===== src/rtl/seq_alu.sv =====
// Clocked, parametrised ALU with a valid/ready operand handshake and registered result/flags.
// MUL (shift-add) and DIV (restoring) iterate one bit per cycle; everything else takes one cycle.
module seq_alu #(
  parameter int unsigned WIDTH = 8
) (
  input  logic                 clk,
  input  logic                 rst,
  input  logic                 in_valid,
  output logic                 in_ready,
  input  logic [WIDTH-1:0]     a,
  input  logic [WIDTH-1:0]     b,
  input  logic [3:0]           command,
  output logic [2*WIDTH-1:0]   out,
  output logic                 out_valid,
  output logic                 zero,
  output logic                 div_by_zero
);

  localparam int unsigned CNT_W = $clog2(WIDTH) + 1;
  localparam int unsigned W2    = 2 * WIDTH;

  localparam logic [3:0] CmdAdd  = 4'd0;
  localparam logic [3:0] CmdInc  = 4'd1;
  localparam logic [3:0] CmdSub  = 4'd2;
  localparam logic [3:0] CmdDec  = 4'd3;
  localparam logic [3:0] CmdMul  = 4'd4;
  localparam logic [3:0] CmdDiv  = 4'd5;
  localparam logic [3:0] CmdShl  = 4'd6;
  localparam logic [3:0] CmdShr  = 4'd7;
  localparam logic [3:0] CmdAnd  = 4'd8;
  localparam logic [3:0] CmdOr   = 4'd9;
  localparam logic [3:0] CmdInv  = 4'd10;
  localparam logic [3:0] CmdNand = 4'd11;
  localparam logic [3:0] CmdNor  = 4'd12;
  localparam logic [3:0] CmdXor  = 4'd13;
  localparam logic [3:0] CmdXnor = 4'd14;
  localparam logic [3:0] CmdBuf  = 4'd15;

  typedef enum logic [0:0] {StIdle, StBusy} state_e;

  state_e             state_q, state_d;
  logic [CNT_W-1:0]   cnt_q, cnt_d;
  logic [W2-1:0]      acc_q, acc_d;
  logic [W2-1:0]      op1_q, op1_d;
  logic [WIDTH-1:0]   op2_q, op2_d;
  logic               is_div_q, is_div_d;
  logic [W2-1:0]      out_q, out_d;
  logic               out_valid_q, out_valid_d;
  logic               zero_q, zero_d;
  logic               dbz_q, dbz_d;

  // Single-cycle datapath
  logic [WIDTH:0]     sub_w, dec_w;
  logic [W2-1:0]      a_ext, b_ext, alu_res;

  assign sub_w = {1'b0, a} - {1'b0, b};
  assign dec_w = {1'b0, a} - {{WIDTH{1'b0}}, 1'b1};
  assign a_ext = {{WIDTH{1'b0}}, a};
  assign b_ext = {{WIDTH{1'b0}}, b};

  always_comb begin
    alu_res = '0;
    case (command)
      CmdAdd:  alu_res = a_ext + b_ext;
      CmdInc:  alu_res = a_ext + {{(W2-1){1'b0}}, 1'b1};
      CmdSub:  alu_res = {{(WIDTH-1){1'b0}}, sub_w};
      CmdDec:  alu_res = {{(WIDTH-1){1'b0}}, dec_w};
      CmdDiv:  alu_res = {a, {WIDTH{1'b1}}};  // only reached with b == 0
      CmdShl:  alu_res = {{(WIDTH-1){1'b0}}, a, 1'b0};
      CmdShr:  alu_res = a_ext >> 1;
      CmdAnd:  alu_res = {{WIDTH{1'b0}}, a & b};
      CmdOr:   alu_res = {{WIDTH{1'b0}}, a | b};
      CmdInv:  alu_res = {{WIDTH{1'b0}}, ~a};
      CmdNand: alu_res = {{WIDTH{1'b0}}, ~(a & b)};
      CmdNor:  alu_res = {{WIDTH{1'b0}}, ~(a | b)};
      CmdXor:  alu_res = {{WIDTH{1'b0}}, a ^ b};
      CmdXnor: alu_res = {{WIDTH{1'b0}}, ~(a ^ b)};
      CmdBuf:  alu_res = a_ext;
      default: alu_res = '0;
    endcase
  end

  // Iterative step. MUL: acc = product, op1 = shifting multiplicand, op2 = shifting multiplier.
  // DIV: acc = {remainder, dividend/quotient}, op1[WIDTH-1:0] = divisor.
  logic [W2-1:0]      mul_acc_nxt, div_acc_nxt, step_acc;
  logic [WIDTH:0]     div_shift;
  logic               div_ge;
  logic [WIDTH-1:0]   div_rem;

  assign mul_acc_nxt = acc_q + (op2_q[0] ? op1_q : '0);
  assign div_shift   = acc_q[W2-1:WIDTH-1];
  assign div_ge      = div_shift >= {1'b0, op1_q[WIDTH-1:0]};
  // Remainder stays below the divisor, so WIDTH bits of the difference are exact.
  assign div_rem     = div_ge ? (div_shift[WIDTH-1:0] - op1_q[WIDTH-1:0]) : div_shift[WIDTH-1:0];
  assign div_acc_nxt = {div_rem, acc_q[WIDTH-2:0], div_ge};
  assign step_acc    = is_div_q ? div_acc_nxt : mul_acc_nxt;

  always_comb begin
    state_d     = state_q;
    cnt_d       = cnt_q;
    acc_d       = acc_q;
    op1_d       = op1_q;
    op2_d       = op2_q;
    is_div_d    = is_div_q;
    out_d       = out_q;
    out_valid_d = 1'b0;
    zero_d      = zero_q;
    dbz_d       = dbz_q;
    case (state_q)
      StIdle: begin
        if (in_valid) begin
          if (command == CmdMul || (command == CmdDiv && b != '0)) begin
            is_div_d = (command == CmdDiv);
            acc_d    = a_ext;
            op1_d    = b_ext;
            op2_d    = (command == CmdDiv) ? '0 : b;
            if (command == CmdMul) begin
              acc_d = '0;
              op1_d = a_ext;
            end
            cnt_d   = CNT_W'(WIDTH);
            state_d = StBusy;
          end else begin
            out_d       = alu_res;
            out_valid_d = 1'b1;
            zero_d      = (alu_res == '0);
            dbz_d       = (command == CmdDiv);
          end
        end
      end
      StBusy: begin
        acc_d = step_acc;
        cnt_d = cnt_q - CNT_W'(1);
        if (!is_div_q) begin
          op1_d = op1_q << 1;
          op2_d = op2_q >> 1;
        end
        if (cnt_q == CNT_W'(1)) begin
          out_d       = step_acc;
          out_valid_d = 1'b1;
          zero_d      = (step_acc == '0);
          dbz_d       = 1'b0;
          state_d     = StIdle;
        end
      end
      default: state_d = StIdle;
    endcase
  end

  always_ff @(posedge clk or posedge rst) begin
    if (rst) begin
      state_q     <= StIdle;
      cnt_q       <= '0;
      acc_q       <= '0;
      op1_q       <= '0;
      op2_q       <= '0;
      is_div_q    <= 1'b0;
      out_q       <= '0;
      out_valid_q <= 1'b0;
      zero_q      <= 1'b0;
      dbz_q       <= 1'b0;
    end else begin
      state_q     <= state_d;
      cnt_q       <= cnt_d;
      acc_q       <= acc_d;
      op1_q       <= op1_d;
      op2_q       <= op2_d;
      is_div_q    <= is_div_d;
      out_q       <= out_d;
      out_valid_q <= out_valid_d;
      zero_q      <= zero_d;
      dbz_q       <= dbz_d;
    end
  end

  assign in_ready    = (state_q == StIdle);
  assign out         = out_q;
  assign out_valid   = out_valid_q;
  assign zero        = zero_q;
  assign div_by_zero = dbz_q;

endmodule


===== config.mk =====
export PLATFORM = sky130hd
export DESIGN_NAME = seq_alu
export DESIGN_NICKNAME = d
export VERILOG_FILES = /design/src/rtl/seq_alu.sv
export SDC_FILE = /design/constraint.sdc
export NUM_CORES = 1
export LEC_CHECK = 0
export ABC_AREA = 1
export CAP_MARGIN = 20
export CORE_MARGIN = 2
export CORE_UTILIZATION = 37
export DETAILED_ROUTE_END_ITERATION = 12
export GPL_TIMING_DRIVEN = 0
export MAX_ROUTING_LAYER = met4
export PLACE_DENSITY_LB_ADDON = 0.2
export SYNTH_ARGS = -nofsm -noshare
export SYNTH_HDL_FRONTEND = slang
export SYNTH_SLANG_ARGS = --single-unit

===== constraint.sdc =====
create_clock -name clk -period 2.4 [get_ports clk]
set_input_delay 0.48 -clock clk [delete_from_list [all_inputs] [get_ports clk]]
set_output_delay 0.48 -clock clk [all_outputs]
set_load 0.02 [all_outputs]

==> results.cfg <==
[synth]
ys_seq_area_share_pct = 25.72
yosysMostFrequentCell = nand2_1
syn_area_per_cell_um2 = 6.165
yosys.area.top_type = dfrtp_1
synthCells = 1026
synthDistinctLibCells = 37
synth-seq-cells = 65
yosysWarnings = 0
synth_edf_count = 0
synth_ff_type = dfrtp_1
synth_top_area_share_pct = 25.72
synthTopCellsByCount = 321 x nand2_1, 155 x inv_1, 111 x nor2_1
synth_area_mm2 = 0.006325
synthesis.nets = 1103
async_flop_share_pct = 100.0
synth.area.top_cells = dfrtp_1 26%, nand2_1 19%, ha_1 10%, inv_1 9.2%, nand3_1 6.9%

[route]
drc = 0
ant_nets = 0
routed_wl_um = 22310
post_drt_wl_per_cell_um = 16.69
drtIter0Drc = 546
drtPass1Iterations = 5
vias = 6969
avgViaCountPerCell = 5.212

[finish]
drive_above_1_share_pct = 17.46
area_growth_pct = 27.79
final_nets = 1189
antenna_cells = 0
design_area_mm2 = 0.008083

[power_and_ir_drop]
power.density_mw_per_mm2 = 1296
peakVddDrop_mv = 0.6645
p_leak_nw = 4.155

[sta]
setup_viol_count_final = 2
layout_min_cycle_time_ns = 2.432
max_freq_mhz = 411.3
tightest_slew_ns = 0.8419
hold_viol = 0
rsz0062_at_grt = yes
post-route-period-util_pct = 101.3
drv_slew = 0
hold_ws_ns = 0.4876
fin_worst_skew_ns = 0.01310
fin_ws_ns = -0.03161
maxSlewHeadroom_pct = 43.66

[setup_path]
cp.required_ns = 2.67
max_stage_delay_ns = 0.35
crit_chain = buf_12 > nor3_4 > nand3_2 > nor3_2 > xor2_1 > o21ai_1 > ha_1 > nand2_1 > nor2_1 > nand2_1 > nand3_2 > inv_2 > nand2_2 > nand3_2 > nand2_2 > nor2_1 > nand3_1 > nand2_1 > inv_1 > a21oi_2
critPathLaunchType = input pin
path_max_fanout = 4
slowest_stage = ha_1
critPathKind = in2reg
critical_path_arrival_ns = 2.70
cp-end-kind = flip-flop

[cts]
cts_sinks = 65
cts_tree = yes
clk_pin_slew_worst_paths_ns = 0.06
cts-buffers-inserted = 9
root_buffer = clkbuf_16
hold_buffers = 0
cts_buffer_depth = 2
clock_latency_ns = 0.34
h-tree-depth = 3

[global_route]
grt_pass1_vias = 6457
gr-total-overflow = 0
grt_pass1_wl_um = 34820
grt_max_degree = 66
track_usage_pct = 25.47
antenna_found_initial = 0

[placement]
dp_hpwl_um = 16900
place_area_mm2 = 0.007111
gp_congestion = 0.9498
portBuffers = 42

[floorplanning]
die_h_um = 134.7
core_area_mm2 = 0.01664
dieArea_mm2 = 0.01816
rows = 47
io_pins = 43
die_w_um = 134.7
initial_core_util_pct = 38.00

[min_path]
hp-class = reg2reg

[status]
violations = negative setup slack
outcome = finished with violations

[run]
cap_viol_max_count = 0
-- through the flow --
step                      total power, mW  setup TNS, ns  std cells  util, %  setup slack [ns]
after floorplan                     6.367              0       1026        -          0.003314
after global placement              8.275         -92.01       1288    42.71            -1.102
after detailed placement            8.279         -30.93       1288    42.73            -1.072
after CTS                           9.980       -0.06844       1316    46.12          -0.06844
after global routing                11.40        -0.8191       1337    48.57           -0.2190
final                               10.48       -0.03617       1337    48.57          -0.03161
-- final cells by class --
cell class / instances / area (um2)
clock buffer: 9 / 225.2
tap: 220 / 275.3
fill: 1737 / 8559
sequential: 65 / 1630
inverter: 164 / 653.1
multi-input combinational: 773 / 4403
clock inverter: 7 / 82.58
buffer: 23 / 135.1
timing repair buffer: 76 / 678.2
-- critical path, delay by kind of cell --
kind,cells,cell delay (ns)
and+or+nand+nor,13,1.24
adders and majority gates,1,0.35
AOI/OAI and AO/OA,2,0.24
buffers and inverters,3,0.23
xor gates and xnor gates,1,0.17
-- cell usage in the layout, fill, tap and decap left out, types with 4 or more instances in the layout --
master and instances:
ha_4 13, o21ai_2 6, a31oi_1 13, inv_6 4
nor2_1 105, ha_1 35, buf_2 11, o21ai_0 61
xor2_1 9, a221oi_1 7, nor3_2 4, o21a_1 4
o21ai_1 5, o221ai_1 4, dlygate4sd2_1 7, nor3_1 4
nand2_1 299, clkbuf_16 9, dfrtp_1 62, inv_2 15
nand3_1 74, nand3_2 14, nand4_1 14, clkbuf_2 4
o211ai_1 4, clkdlybuf4s50_1 22, o22ai_1 12, nor2_4 5
buf_4 36, clkbuf_1 6, inv_1 143, a21oi_2 11
a21oi_1 18, nor2_2 5, nand2_2 22, or2_2 4
-- sequential cells by signal (all words and copies together), names as in the netlist --
name	cells
is_div_q	1
op1_q	16
cnt_q	4
div_by_zero	1
zero	1
out	16
acc_q	16
op2_q	8
state_q	1
out_valid	1
-- layer usage --
layer  track usage, %  up-vias  part of all wire (%)
met5                -        -                     0
met4            9.708        0                   3.8
met3            2.440       64                   5.1
met2            39.42      205                    45
met1            34.57     3221                    46
li1                 -     3479                     -
-- power breakdown --
group	total [mW]	leakage, nW	internal [mW]	switching [mW]
registers	2.13	0.800	1.63	0.501
clock network	1.39	0.145	0.823	0.567
logic	6.95	3.21	2.62	4.33
total	10.5	4.15	5.08	5.40
-- worst paths after layout --
kind | slack (ns) | endpoint | startpoint | cells past startpoint
setup / recovery | -0.03 | zero | b[2] | 20
hold / removal | 0.49 | out[3] | out[3] | 2
setup reg to reg | -0.01 | zero | op2_q[0] | 17
hold reg to reg | 0.49 | out[3] | out[3] | 2
max in group asynchronous | 1.13 | op2_q[0] | rst | 2
min in group asynchronous | 0.63 | acc_q[13] | rst | 2
-- what timing repair did --
item	CTS	global route
resized for setup	91	77
setup buffers	13	21
setup endpoints to repair	59	27
pin swaps	16	50
gates cloned	0	0
-- kinds of logic (layout without fill, tap and decap cells) --
group	count (synthesis)	after routing	share of synthesized area (%)
compound gates	148	148	13.39
buf+inv	188	279	11.69
flops	65	65	25.72
fa+ha+maj	54	54	11.04
simple gates	561	561	36.78
xor+xnor	10	10	1.385
Power figures use the tool's default switching activity.
